File: config.mk
export PLATFORM = sky130hd
export DESIGN_NAME = mmio_hub
export DESIGN_NICKNAME = d
export VERILOG_FILES = /design/src/rtl/mmio_hub.sv
export SDC_FILE = /design/constraint.sdc
export NUM_CORES = 1
export LEC_CHECK = 0
export BUFFER_PORTS_ARGS = -buffer_cell sky130_fd_sc_hd__buf_2
export CORE_MARGIN = 2
export CORE_UTILIZATION = 45
export DETAILED_ROUTE_END_ITERATION = 16
export GPL_ROUTABILITY_DRIVEN = 0
export MAX_ROUTING_LAYER = met4
export SLEW_MARGIN = 20
export SYNTH_ARGS = -nofsm -noshare
export SYNTH_HDL_FRONTEND = slang
export SYNTH_SLANG_ARGS = --single-unit
File: constraint.sdc
create_clock -name clk -period 4.8 [get_ports clk]
set_input_delay 0.48 -clock clk [delete_from_list [all_inputs] [get_ports clk]]
set_output_delay 0.48 -clock clk [all_outputs]
set_load 0.05 [all_outputs]
File: src/rtl/mmio_hub.sv
// MMIO hub for the 0xF000_0000 region: halt flag, NCH buffered UART TX channels,
// LED register and synchronised switch input, with registered read data.
module mmio_hub #(
  parameter int NCH        = 2,
  parameter int FIFO_DEPTH = 16,
  parameter int LED_W      = 16,
  parameter int SW_W       = 16
) (
  input  logic                 clk,
  input  logic                 rst,
  input  logic [31:0]          mem_addr,
  input  logic [3:0]           mem_oe,
  input  logic [3:0]           mem_we,
  input  logic [31:0]          mem_wdata,
  output logic [31:0]          mmio_rdata,
  output logic                 mmio_valid,
  output logic                 halt,
  output logic [8*NCH-1:0]     tx_data,
  output logic [NCH-1:0]       tx_we,
  input  logic [NCH-1:0]       tx_ready,
  output logic [LED_W-1:0]     led,
  input  logic [SW_W-1:0]      sw,
  output logic [2*NCH-1:0]     dbg_state
);

  localparam int AW = $clog2(FIFO_DEPTH);
  localparam int CW = AW + 1;

  typedef enum logic [1:0] {
    ST_IDLE = 2'd0,
    ST_SEND = 2'd1,
    ST_WAIT = 2'd2
  } drain_state_e;

  logic        sel, wr, rd;
  logic [15:0] off;
  logic [3:0]  ch_idx;
  logic        ch_is_data, ch_is_ctrl;

  assign sel        = mem_oe[0] && (mem_addr[31:28] == 4'hf);
  assign wr         = sel && mem_we[0];
  assign rd         = sel && !mem_we[0];
  assign off        = mem_addr[15:0];
  assign ch_idx     = off[7:4];
  assign ch_is_data = (off[15:8] == 8'h01) && (off[3:0] == 4'h0);
  assign ch_is_ctrl = (off[15:8] == 8'h01) && (off[3:0] == 4'h4);

  logic unused_bits;
  assign unused_bits = ^{mem_addr[27:16], mem_oe[3:1], mem_we[3:1], mem_wdata};

  logic [31:0] ch_status [NCH];

  for (genvar c = 0; c < NCH; c++) begin : g_ch
    logic [7:0]    fifo_mem [FIFO_DEPTH];
    logic [AW-1:0] wr_ptr_q, wr_ptr_d, rd_ptr_q, rd_ptr_d;
    logic [CW-1:0] count_q, count_d;
    logic          ovf_q, ovf_d;
    drain_state_e  state_q, state_d;
    logic          tx_we_q, tx_we_d;
    logic [7:0]    tx_data_q, tx_data_d;
    logic          hit, push, flush, full, empty, push_ok, pop, start;

    assign hit     = (ch_idx == 4'(c));
    assign push    = wr && ch_is_data && hit;
    assign flush   = wr && ch_is_ctrl && hit;
    assign full    = (count_q == CW'(FIFO_DEPTH));
    assign empty   = (count_q == '0);
    assign push_ok = push && !full;
    // A flush cancels any send that would otherwise start this cycle.
    assign start   = !empty && tx_ready[c] && !flush;

    always_comb begin
      state_d   = state_q;
      tx_we_d   = 1'b0;
      tx_data_d = tx_data_q;
      pop       = 1'b0;
      case (state_q)
        ST_IDLE, ST_WAIT: begin
          if (start) begin
            state_d   = ST_SEND;
            tx_we_d   = 1'b1;
            tx_data_d = fifo_mem[rd_ptr_q];
          end else begin
            state_d = ST_IDLE;
          end
        end
        ST_SEND: begin
          pop     = 1'b1;
          state_d = ST_WAIT;
        end
        default: state_d = ST_IDLE;
      endcase
    end

    // Fullness is judged on the registered count, so a same-cycle pop never frees a slot.
    always_comb begin
      wr_ptr_d = wr_ptr_q;
      rd_ptr_d = rd_ptr_q;
      count_d  = count_q;
      ovf_d    = ovf_q;
      if (flush) begin
        wr_ptr_d = '0;
        rd_ptr_d = '0;
        count_d  = '0;
        ovf_d    = 1'b0;
      end else begin
        if (pop)          rd_ptr_d = rd_ptr_q + AW'(1);
        if (push_ok)      wr_ptr_d = wr_ptr_q + AW'(1);
        if (push && full) ovf_d    = 1'b1;
        count_d = count_q + CW'(push_ok) - CW'(pop);
      end
    end

    always_ff @(posedge clk) begin
      if (rst) begin
        wr_ptr_q  <= '0;
        rd_ptr_q  <= '0;
        count_q   <= '0;
        ovf_q     <= 1'b0;
        state_q   <= ST_IDLE;
        tx_we_q   <= 1'b0;
        tx_data_q <= '0;
      end else begin
        wr_ptr_q  <= wr_ptr_d;
        rd_ptr_q  <= rd_ptr_d;
        count_q   <= count_d;
        ovf_q     <= ovf_d;
        state_q   <= state_d;
        tx_we_q   <= tx_we_d;
        tx_data_q <= tx_data_d;
      end
    end

    always_ff @(posedge clk) begin
      if (push_ok) fifo_mem[wr_ptr_q] <= mem_wdata[7:0];
    end

    assign tx_we[c]            = tx_we_q;
    assign tx_data[8*c +: 8]   = tx_data_q;
    assign dbg_state[2*c +: 2] = state_q;
    assign ch_status[c]        = {16'h0, 8'(count_q), 6'h0, ovf_q, ~full};
  end

  logic             halt_q, halt_d;
  logic [LED_W-1:0] led_q, led_d;
  logic [SW_W-1:0]  sw_meta_q, sw_meta_d, sw_sync_q, sw_sync_d;
  logic             mmio_valid_q, mmio_valid_d;
  logic [31:0]      mmio_rdata_q, mmio_rdata_d;
  logic [31:0]      rd_val;

  always_comb begin
    rd_val = '0;
    if (off == 16'h0000) begin
      rd_val = {31'b0, halt_q};
    end else if (ch_is_data || ch_is_ctrl) begin
      for (int i = 0; i < NCH; i++) begin
        if (ch_idx == 4'(i)) rd_val = ch_status[i];
      end
    end else if (off == 16'h0200) begin
      rd_val[LED_W-1:0] = led_q;
    end else if (off == 16'h0300) begin
      rd_val[SW_W-1:0] = sw_sync_q;
    end
  end

  always_comb begin
    halt_d       = halt_q | (wr && (off == 16'h0000));
    led_d        = (wr && (off == 16'h0200)) ? mem_wdata[LED_W-1:0] : led_q;
    sw_meta_d    = sw;
    sw_sync_d    = sw_meta_q;
    mmio_valid_d = rd;
    mmio_rdata_d = rd ? rd_val : '0;
  end

  always_ff @(posedge clk) begin
    if (rst) begin
      halt_q       <= 1'b0;
      led_q        <= '0;
      sw_meta_q    <= '0;
      sw_sync_q    <= '0;
      mmio_valid_q <= 1'b0;
      mmio_rdata_q <= '0;
    end else begin
      halt_q       <= halt_d;
      led_q        <= led_d;
      sw_meta_q    <= sw_meta_d;
      sw_sync_q    <= sw_sync_d;
      mmio_valid_q <= mmio_valid_d;
      mmio_rdata_q <= mmio_rdata_d;
    end
  end

  assign halt       = halt_q;
  assign led        = led_q;
  assign mmio_valid = mmio_valid_q;
  assign mmio_rdata = mmio_rdata_q;

endmodule
==> results of run 1 <==
-- final timing paths --
path | slack, ns | depth (start not counted) | end | startpoint
setup / recovery | 1.57 | 15 | g_ch[0].count_q[4]$_SDFF_PP0_ | mem_addr[3]
hold / removal | 0.16 | 2 | sw_meta_q[7]$_SDFF_PP0_ | sw[7]
setup reg to reg | 1.67 | 16 | g_ch[1].count_q[4]$_SDFF_PP0_ | g_ch[1].count_q[2]$_SDFF_PP0_
hold reg to reg | 0.43 | 1 | sw_sync_q[10]$_SDFF_PP0_ | sw_meta_q[10]$_SDFF_PP0_
-- flip-flops by register name, indices dropped and copies added (netlist names), 10 cells and up --
signal	cells
g_ch.count_q	10
g_ch.fifo_mem	256
g_ch.tx_data_q	16
led	16
mmio_rdata	16
sw_meta_q	16
sw_sync_q	16
-- worst reg2reg max path, stage by stage, from the launching register on --
cell and delay [ns]:
dfxtp_1 0.38, inv_1 0.08, ha_1 0.20, nand4bb_1 0.14, nand3_1 0.19, nor3_1 0.18, buf_4 0.22, inv_1 0.06
ha_1 0.26, inv_1 0.06, ha_1 0.15, inv_1 0.06, fa_1 0.42, nand2b_1 0.16, a21oi_1 0.18, o21ai_0 0.10
nor3b_1 0.14
-- stage by stage --
step,power (W),utilization [%]
6_report,0.007562,52.27
5_1_grt,0.007879,52.27
4_1_cts,0.007649,52.27
3_5_place_dp,0.004700,48.37
3_3_place_gp,0.004689,48.37
2_1_floorplan,0.004439,-
-- power breakdown --
| part | internal [W] | total, W | switching (W) | leakage, nW |
|---|---|---|---|---|
| Combinational | 0.000416 | 0.00100 | 0.000585 | 2.15 |
| Sequential | 0.00351 | 0.00362 | 0.000103 | 3.25 |
| Clock | 0.00173 | 0.00294 | 0.00121 | 0.622 |
| Total | 0.00566 | 0.00756 | 0.00190 | 6.02 |
-- final cells by class --
cell class              instances  area share, %
inverters                      37         0.8186
multi-input cells             507          25.70
clock inverters                17         0.9440
repair buffers                122          3.732
clock buffers                  55          6.527
well taps                     442          3.260
flip-flops and latches        372          59.02
-- layout by cell type (no fill, tap or decap), types with 6 or more instances in the layout --
master	count
o211ai_1	8
nand3_1	13
clkbuf_16	40
nor2_1	55
nand2_1	58
ha_1	22
clkbuf_1	10
buf_2	113
xnor2_1	6
xor2_1	6
dfxtp_1	114
a21oi_1	18
nor4_1	7
o22ai_1	15
edfxtp_1	256
nand4_1	16
mux2i_1	34
buf_4	9
mux4_2	64
mux2_2	8
nor2b_1	39
and3_1	34
a22o_1	30
conb_1	16
o21ai_0	9
inv_1	36
clkinv_2	7
-- layer usage --
| layer | share of wire, % | vias up | GRT usage, % |
|---|---|---|---|
| li1 | - | 3864 | - |
| met1 | 47 | 4185 | 28.21 |
| met2 | 45 | 245 | 29.03 |
| met3 | 5.8 | 34 | 3.264 |
| met4 | 1.2 | 0 | 3.873 |
| met5 | 0 | - | - |
-- cells by family (layout without fill, tap and decap cells) --
group                    after synthesis  in the layout  synth area share [%]
other                                  1             16               0.02533
multiplexers                         106            106                 12.64
AO/OA/AOI/OAI                         95             95                 4.614
XOR/XNOR                              12             12                0.7099
buffers and inverters                105            231                 3.321
adder cells (fa/ha/maj)               24             24                 2.130
AND/OR/NAND/NOR                      254            254                 8.950
flip-flops                           372            372                 67.61
==> summary.md, run 1 <==
| Metric | Value |
|---|---|
| Outcome | `complete, no violations` |
| CP max-delay cell | `nor3_1` |
| Core footprint | `0.03245 mm^2` |
| Layout area overhead | `14.59%` |
| Vias in the first global route | `about 8,200` |
| Post-synth top cells | `edfxtp_1, dfxtp_1, mux4_2` |
| Post-synth top area share | `51.92%` |
| Peak Freq | `~310 MHz` |
| Initial antenna violation count | `0` |
| Crit path cell chain | `buf_2 > nor3_1 > nand4_1 > buf_4 > nor3_1 > buf_4 > inv_1 > ha_1 > inv_1 > ha_1 > fa_1 > a21oi_1 > nor2_1 > or3_1 > a21oi_1` |
| #FFs+latches synth | `approximately 370` |
| Crit path launch type | `input pin` |
| # diodes | `0` |
| Critical path class | `in -> reg` |
| Mapped Area | `roughly 0.015 mm^2` |
| Ys Warns | `0` |
| RSZ-0062 raised after global routing | `false` |
| Die area | `between 0.03 and 0.04 mm^2` |
| Post-Synthesis Cells | `around 970` |
| Routed length per instance | `about 20 um` |
| Die width | `~190 um` |
| CTS Sinks | `372` |
| Root Driver | `clkbuf_16` |
| Pwr per Cell Area | `445.7 mW/mm^2` |
| First-pass GRT wire length | `48.62 mm` |
| Setup WS pre-CTS | `just over 1 ns` |
| Relative slew slack | `26.00%` |
| Final cycle utilization of the critical path | `around two thirds` |
| Worst-margin pin slew | `approximately 1.1 ns` |
| FF/Latch Area | `roughly 0.010 mm^2` |
| Post-cts resize count | `0` |
| Leakage | `around 6 nW` |
| FILL cells | `2,718` |
| # IOs | `roughly 160` |
| Setup TNS | `0 ns` |
| DP Cell Count | `approximately 1,500` |
| Max Slew Vio Count | `0` |
| Area of placed instances | `0.01570 mm^2` |
| HPWL after DPL | `between 20 and 25 mm` |
| Post-synth EDFFs | `about 260` |
| TritonCTS clock tree | `yes` |
| Clock transition at path regs | `around 0.060 ns` |
| Critical path's largest stage delay | `about 0.56 ns` |
| Final Cell Area | `0.01697 mm^2` |
| Via count | `about 8,300` |
| Max VDD drop | `0.0003056 V` |
| CTS buffer count | `39` |
| Final Critical Period | `approximately 3.2 ns` |
| Initial Util | `around 46%` |
| Max_cap viols | `0` |
| Final hold slack | `about 0.16 ns` |
| Hold buffer count at cts | `0` |
| Fin nets | `1,195` |
| Die Height | `between 150 and 200 um` |
| Aggregate global-route resource usage | `around a fifth` |
| Crit path max fanout | `17` |
| Crit path max-delay family | `simple AND/OR/NAND/NOR gates` |
| Final cell count without fillers | `around 1,600` |
| Fin Clk Skew | `~0.022 ns` |
| Syn Area/Cell | `15.28 um^2` |
| Post-synthesis sequential area ratio | `67.61%` |
| Post-synthesis async set-or-reset flop share | `0%` |
| Top post-synthesis cells by area | `edfxtp_1, dfxtp_1, mux4_2` |
| Multi-input combinational cell area | `between 0.004 and 0.005 mm^2` |
| CP endpoint kind | `flip-flop` |
| Layout cells sized above 1 | `a little under a quarter` |
| Post-route ant nets | `0` |
| Total congestion overflow | `0` |
| Iter 0 DRT Violations | `between 500 and 600` |
| Total Wirelength | `31.60 mm` |
| Post-route DRC violation count | `0` |
| Routed vias/inst | `~5.4` |
| Drt first pass iters | `5` |
| Post-CTS setup buffers | `0` |
| Worst skew pair latency | `about 0.53 ns` |
| Post-route setup slack | `approximately 1.6 ns` |
| I/O Buffers | `about 110` |
| Synth cell types | `53` |
| Bufs and invs on worst path | `5` |
| Pin count of the biggest net entering global routing | `43` |
| Cell taking the most area after synthesis | `edfxtp_1` |
| Largest buffer count on any clock path | `3` |
| Fin. Hold Viols | `0` |
| Required @ worst endpoint | `5.23 ns` |
| Synth Flop Type | `edfxtp_1` |
| Placement Rows | `between 60 and 70` |
| H-tree lvl count | `2` |
| Most common cell in the netlist | `edfxtp_1` |
| Hold WC Path Type | `in -> reg` |
| Data arrival, critical path | `roughly 3.7 ns` |
| Setup Viol. Count Final | `0` |
No activity file was read; power rests on OpenSTA's default activity.
==> run 2, diff against run 1 <==
- PLACE_DENSITY: default -> 0.66
- clock period: 4.8 -> 2.7 ns (I/O delays scaled with it)
==> run 2 against run 1 <==
Effect of this change:
- clock skew grew 0.00056 ns
- design area grew 3.2%
- wire length grew 0.71%
- sequential cell count is the same
- highest routed layer unchanged
- largest power group unchanged
- non-clock buffer count grew 51
- register-to-register slack lost 1.5 ns
- via count grew 2.3%
- combinational power grew 100%
- critical path depth is the same
- worst hold slack lost 0.15 ns
- critical path type is now reg -> reg
==> summary.md, run 2 (synthesis results as in run 1) <==
| Metric | Value |
|---|---|
| Outcome | `complete, no violations` |
| Fin nets | `between 1,000 and 1,500` |
| Total Wirelength | `roughly 32 mm` |
| Critical path class | `reg -> reg` |
| FF/Latch Area | `roughly 0.01 mm^2` |
| Routed length per instance | `between 15 and 20 um` |
| Final cell count without fillers | `1,604` |
| Placement Rows | `66` |
| Pwr per Cell Area | `between 700 and 800 mW/mm^2` |
| Setup TNS | `0 ns` |
| Setup Viol. Count Final | `0` |
| Crit path launch type | `flip-flop` |
| Final Critical Period | `2.558 ns` |
| H-tree lvl count | `2` |
| CP max-delay cell | `dfxtp_2` |
| Layout area overhead | `18.28%` |
| Initial Util | `~46%` |
| Fin Clk Skew | `0.02285 ns` |
| Layout cells sized above 1 | `between 20% and 30%` |
| Drt first pass iters | `4` |
| Largest register FFs | `about 260` |
| Hold WC Path Type | `in -> reg` |
| Commonest non-fill, non-tap cell in the layout | `edfxtp_1` |
| Max Slew Vio Count | `0` |
| Via count | `approximately 8,500` |
| Aggregate global-route resource usage | `between 10% and 20%` |
| Routed vias/inst | `about 5.3` |
| Max VDD drop | `between 0.0005 and 0.0006 V` |
| Die Height | `185.4 um` |
| Fin. Hold Viols | `0` |
| Commonest cells after routing, fill and taps aside | `edfxtp_1, buf_2, dfxtp_1, mux4_2, nand2_1` |
| Total congestion overflow | `0` |
| FILL cells | `between 2,000 and 3,000` |
| First-pass GRT wire length | `49.47 mm` |
| I/O Buffers | `113` |
| # IOs | `164` |
| Required @ worst endpoint | `3.12 ns` |
| Leakage | `6.270 nW` |
| DP Cell Count | `between 1,500 and 2,000` |
| Worst skew pair latency | `0.53 ns` |
| CTS Sinks | `between 300 and 400` |
| Iter 0 DRT Violations | `670` |
| Root Driver | `clkbuf_16` |
| Worst-margin pin slew | `around 0.74 ns` |
| Core footprint | `~0.032 mm^2` |
| Critical path's largest stage delay | `around 0.37 ns` |
| CTS buffer count | `39` |
| Final Power | `between 0.01 and 0.015 W` |
| RSZ-0062 raised after global routing | `true` |
| Post-route ant nets | `0` |
| Relative slew slack | `50.78%` |
| Die width | `185.4 um` |
| Initial antenna violation count | `2` |
| TritonCTS clock tree | `yes` |
| CP endpoint kind | `flip-flop` |
| Most flop-heavy register | `g_ch.fifo_mem` |
| Post-route DRC violation count | `0` |
| Crit path max fanout | `3` |
| Peak Freq | `around 390 MHz` |
| Clock transition at path regs | `0.07 ns` |
| Die area | `roughly 0.034 mm^2` |
| Final Util | `53.96%` |
| Largest buffer count on any clock path | `3` |
| Final cycle utilization of the critical path | `a little over nine tenths` |
| Data arrival, critical path | `2.97 ns` |
| Multi-input combinational cell area | `roughly 0.0045 mm^2` |
| Vias in the first global route | `8,675` |
| CP most frequent cell | `inv_1` |
| Max_cap viols | `0` |
| Crit path cell chain | `inv_2 > ha_2 > nand4bb_1 > nand3_2 > nor3_4 > inv_1 > ha_1 > inv_1 > ha_2 > inv_1 > fa_2 > nand2b_4 > a21oi_2 > o21ai_1 > nor3b_1` |
| Post-CTS setup buffers | `0` |
| Pin count of the biggest net entering global routing | `46` |
| HPWL after DPL | `~20 mm` |
-- run 2: changes by cell type in the layout (fill, tap and decap cells not counted), moves of 5 or more --
cell and change:
dlygate4sd3_1 +21, clkinv_1 +10, buf_4 +27, clkbuf_8 -5
-- run 2: what timing repair did --
action / 4_1_cts / 5_1_grt
resized for setup: 0 / 3
setup endpoints to repair: 0 / 2
hold endpoints to repair: 21 / 0
hold buffers: 21 / 0
-- run 2: cell type report --
cell class | count | share of cell area [%]
timing repair buffer | 173 | 6.316
tap | 442 | 3.158
antenna | 2 | 0.02858
clock inverter | 22 | 1.093
multi-input combinational | 507 | 25.50
sequential | 372 | 57.20
clock buffer | 49 | 5.909
inverter | 37 | 0.7931
-- run 2: path summary, 6_finish.rpt --
path              slack [ns]                           from  cells past startpoint                             to
setup / recovery        0.14  g_ch[1].count_q[2]$_SDFF_PP0_                     15  g_ch[1].count_q[4]$_SDFF_PP0_
hold / removal          0.01                  mem_wdata[12]                      3           led[12]$_SDFFE_PP0P_
setup reg to reg        0.14  g_ch[1].count_q[2]$_SDFF_PP0_                     15  g_ch[1].count_q[4]$_SDFF_PP0_
hold reg to reg         0.43        sw_meta_q[5]$_SDFF_PP0_                      1        sw_sync_q[5]$_SDFF_PP0_
-- run 2: per-stage QoR --
| stage | worst slack (ns) | hold WS (ns) | instance area [um^2] |
|---|---|---|---|
| 3_5_place_dp | -0.1598 | 0.4212 | 16060 |
| 3_3_place_gp | -0.07357 | 0.4175 | 16060 |
| 6_report | 0.1420 | 0.01481 | 17510 |
| 5_1_grt | -0.009677 | 0.01056 | 17510 |
| 2_1_floorplan | -0.02648 | 0.3689 | 14970 |
| 4_1_cts | 0.06972 | 0.001039 | 17500 |
-- run 2: worst max-delay path: cells and delay by family (launching register included) --
kind / cells / cell delay [ns]
simple gates: 5 / 0.71
compound gates: 2 / 0.21
fa+ha+maj: 4 / 0.94
flops: 1 / 0.37
buf+inv: 4 / 0.22
-- run 2: per-layer routing --
layer	vias to the layer above	track usage [%]	routed length (um)
met5	-	-	0
met4	0	5.460	741
met3	52	3.913	1671
met2	208	30.25	14780
met1	4304	26.68	14630
li1	3952	-	-
-- run 2: power by group --
part	switching [W]	internal, W
logic	0.00116	0.000868
clock network	0.00216	0.00301
registers	0.000120	0.00625
total	0.00344	0.0101
==> run 3, diff against run 2 <==
- ABC_AREA: default -> 1
- CORE_UTILIZATION: 45 -> 50
- PLACE_DENSITY: 0.66 -> 0.7
- clock period: 2.7 -> 2.9 ns (I/O delays scaled with it)
==> run 3 against run 2 <==
Effect of this change:
- critical path type unchanged
- core utilization rose by 4.4 points
- count of clock-buffer cells in the layout increased by 10
- final cell count rose by 31%
- register-to-register slack about the same
- worst hold slack better by 0.0046 ns
==> summary.md, run 3 <==
| Metric | Value |
|---|---|
| Post-Synthesis Cells | `1,530` |
| Final cycle utilization of the critical path | `between 90 and 100%` |
| Largest register FFs | `256` |
| Post-synthesis sequential area ratio | `approximately two thirds` |
| Max Slew Vio Count | `0` |
| Xor/xnor share of the synthesized area | `less than 1%` |
| Critical R2R Launch | `g_ch[0].count_q[3]$_SDFF_PP0_` |
| CP endpoint kind | `flip-flop` |
| Post-synth top area share | `50.08%` |
| Routed vias/inst | `5.229` |
| Worst skew pair latency | `0.52 ns` |
| Setup TNS | `0 ns` |
| RSZ-0062 raised after global routing | `false` |
| Pin count of the biggest net entering global routing | `67` |
| Cell taking the most area after synthesis | `edfxtp_1` |
| CP Launch Point | `g_ch[0].count_q[3]$_SDFF_PP0_` |
| Syn Area/Cell | `10.03 um^2` |
| Total congestion overflow | `0` |
| Core footprint | `about 0.030 mm^2` |
| CP max-delay cell | `fa_1` |
| Aggregate global-route resource usage | `between 20% and 30%` |
| Fin. Hold Viols | `0` |
| HP Start | `mem_wdata[13]` |
| Hold depth | `3` |
| Bufs and invs on worst path | `3` |
| Synth Area in Compound Gates | `~6.6%` |
| Most common cell in the netlist | `nor2_1` |
| Top post-synthesis cells by area | `edfxtp_1, dfxtp_1, nor2_1` |
| Post-synth top cells | `nor2_1, edfxtp_1, nand2_1` |
| Leakage | `a little under 7 nW` |
| Commonest cells after routing, fill and taps aside | `nor2_1, edfxtp_1, nand2_1, o21ai_0` |
| Largest family of logic cells by synthesized area | `simple AND/OR/NAND/NOR gates` |
| CTS buffer count | `37` |
| Synth Flop Type | `edfxtp_1` |
| H-tree lvl count | `2` |
| I/O Buffers | `between 100 and 150` |
| Commonest non-fill, non-tap cell in the layout | `nor2_1` |
| Setup Viol. Count Final | `0` |
| Root Driver | `clkbuf_16` |
| Peak Freq | `approximately 360 MHz` |
| Drt first pass iters | `5` |
| Post-synthesis async set-or-reset flop share | `0%` |
| Layout area overhead | `15.67%` |
| Relative slew slack | `about 49%` |
| Max_cap viols | `0` |
| Initial antenna violation count | `1` |
| Most flop-heavy register | `g_ch.fifo_mem` |
| Crit path max-delay family | `adder cells` |
| Critical path class | `reg -> reg` |
| FILL cells | `~2,500` |
| Critical path's largest stage delay | `between 0.4 and 0.5 ns` |
| Worst-case reg-to-reg path depth | `14` |
| Crit path max fanout | `3` |
| Iter 0 DRT Violations | `931` |
| Multi-input combinational cell area | `around 0.0045 mm^2` |
| Initial Util | `between 50% and 60%` |
| Placement Rows | `64` |
| Vias in the first global route | `around 11,000` |
| FF/Latch Area | `0.01001 mm^2` |
| Outcome | `complete, no violations` |
| Clock transition at path regs | `approximately 0.06 ns` |
| Max VDD drop | `roughly 0.0006 V` |
| Post-synth EDFFs | `between 200 and 300` |
| Via count | `11,020` |
| Post-route setup slack | `about 0.15 ns` |
| #FFs+latches synth | `~370` |
| Post-route ant nets | `0` |
| HPWL after DPL | `about 22 mm` |
| Crit path launch type | `flip-flop` |
| Die Height | `around 180 um` |
| Hold WC Path Type | `in -> reg` |
| Setup WS pre-CTS | `between 0.1 and 0.15 ns` |
| Crit path cell chain | `inv_1 > ha_1 > nand4_1 > nand2_1 > inv_2 > nand2_1 > ha_1 > inv_1 > ha_1 > fa_1 > nand2_1 > a21oi_1 > or3_1 > a21oi_1` |
| Largest buffer count on any clock path | `3` |
| Reg2reg setup slack | `between 0.15 and 0.2 ns` |
| Mux cell area share after synthesis | `0%` |
| Post-synthesis adder-cell area fraction | `around 2%` |
| First-pass GRT wire length | `approximately 56 mm` |
| Die width | `~180 um` |
| Required @ worst endpoint | `about 3.3 ns` |
| Ys Warns | `0` |
| TritonCTS clock tree | `yes` |
| Total Wirelength | `~35 mm` |
| Hold EP | `led[13]$_SDFFE_PP0P_` |
| Post-route DRC violation count | `0` |
| # IOs | `roughly 160` |
| Routed length per instance | `around 17 um` |
| Final Critical Period | `2.747 ns` |
| Die area | `0.03212 mm^2` |
| Layout cells sized above 1 | `~14%` |
| FF-to-FF End | `g_ch[0].count_q[4]$_SDFF_PP0_` |
| Mapped Area | `around 0.015 mm^2` |
| Simple-gate share of the synthesized area | `roughly 20%` |
| CTS Sinks | `about 370` |
| Worst-margin pin slew | `~0.77 ns` |
| Data arrival, critical path | `roughly 3.2 ns` |
| Pwr per Cell Area | `718.8 mW/mm^2` |
| Fin nets | `1,798` |
| Fin Clk Skew | `about 0.015 ns` |
| Synth cell types | `37` |
==> run 3: where the power goes <==
part	total, W	leakage, nW	switching (W)	internal (W)
logic	0.00224	3.01	0.00157	0.000663
registers	0.00594	3.25	0.0000964	0.00585
clock network	0.00458	0.571	0.00190	0.00268
total	0.0128	6.83	0.00357	0.00920
==> run 3: cell families after synthesis <==
kind of cell	Yosys count
other	1
flip-flops	372
buffers and inverters	208
adder cells (fa/ha/maj)	24
XOR/XNOR	9
AO/OA/AOI/OAI	200
AND/OR/NAND/NOR	716
==> run 3: per-layer routing <==
layer | wire (um) | track usage (%)
met5 | 0 | -
met4 | 696 | 6.855
met3 | 2234 | 3.435
met2 | 16430 | 36.25
met1 | 15850 | 31.00
==> run 3: worst max-delay path by stage <==
| stage | end | slack [ns] | cells after the start |
|---|---|---|---|
| 5_1_grt | g_ch[0].count_q[4]$_SDFF_PP0_ | 0.003 | 14 |
| 3_3_place_gp | g_ch[1].count_q[4]$_SDFF_PP0_ | 0.19 | 19 |
| 2_1_floorplan | g_ch[0].count_q[4]$_SDFF_PP0_ | 0.35 | 14 |
| 3_5_place_dp | g_ch[0].count_q[4]$_SDFF_PP0_ | 0.13 | 14 |
| 4_1_cts | g_ch[0].count_q[4]$_SDFF_PP0_ | 0.12 | 14 |
| 6_report | g_ch[0].count_q[4]$_SDFF_PP0_ | 0.15 | 14 |
==> run 3: timing repair <==
action / CTS / global route
hold buffers: 17 / 0
endpoints found under the hold margin: 17 / 0
setup buffers: 0 / 2
resized for setup: 0 / 3
endpoints found under the setup margin: 0 / 2
==> run 3: worst register-to-register path: cells and delay by family (launching register included) <==
family | cells | cell delay (ns)
buffers and inverters | 3 | 0.21
and+or+nand+nor | 5 | 0.75
DFF | 1 | 0.35
AOI/OAI and AO/OA | 2 | 0.21
adders and majority gates | 4 | 1.13
==> run 3: layout make-up <==
class	instances	area share (%)
clock inverters	9	0.4722
diodes	1	0.01409
multi-input cells	965	25.20
repair buffers	183	6.385
well taps	396	2.791
clock buffers	59	6.145
inverters	123	2.600
flip-flops and latches	372	56.39
==> run 3: stage by stage <==
stage          total power (W)  util (%)  cell area [um^2]  instances  hold slack, ns
2_1_floorplan         0.007747         -             15410       1545          0.3736
3_3_place_gp          0.008191     53.86             16390       2020          0.3905
3_5_place_dp          0.008245     53.86             16390       2020          0.3943
4_1_cts                0.01280     58.28             17730       2105        0.009509
5_1_grt                0.01333     58.35             17750       2108         0.04195
6_report               0.01276     58.35             17750       2108         0.01939
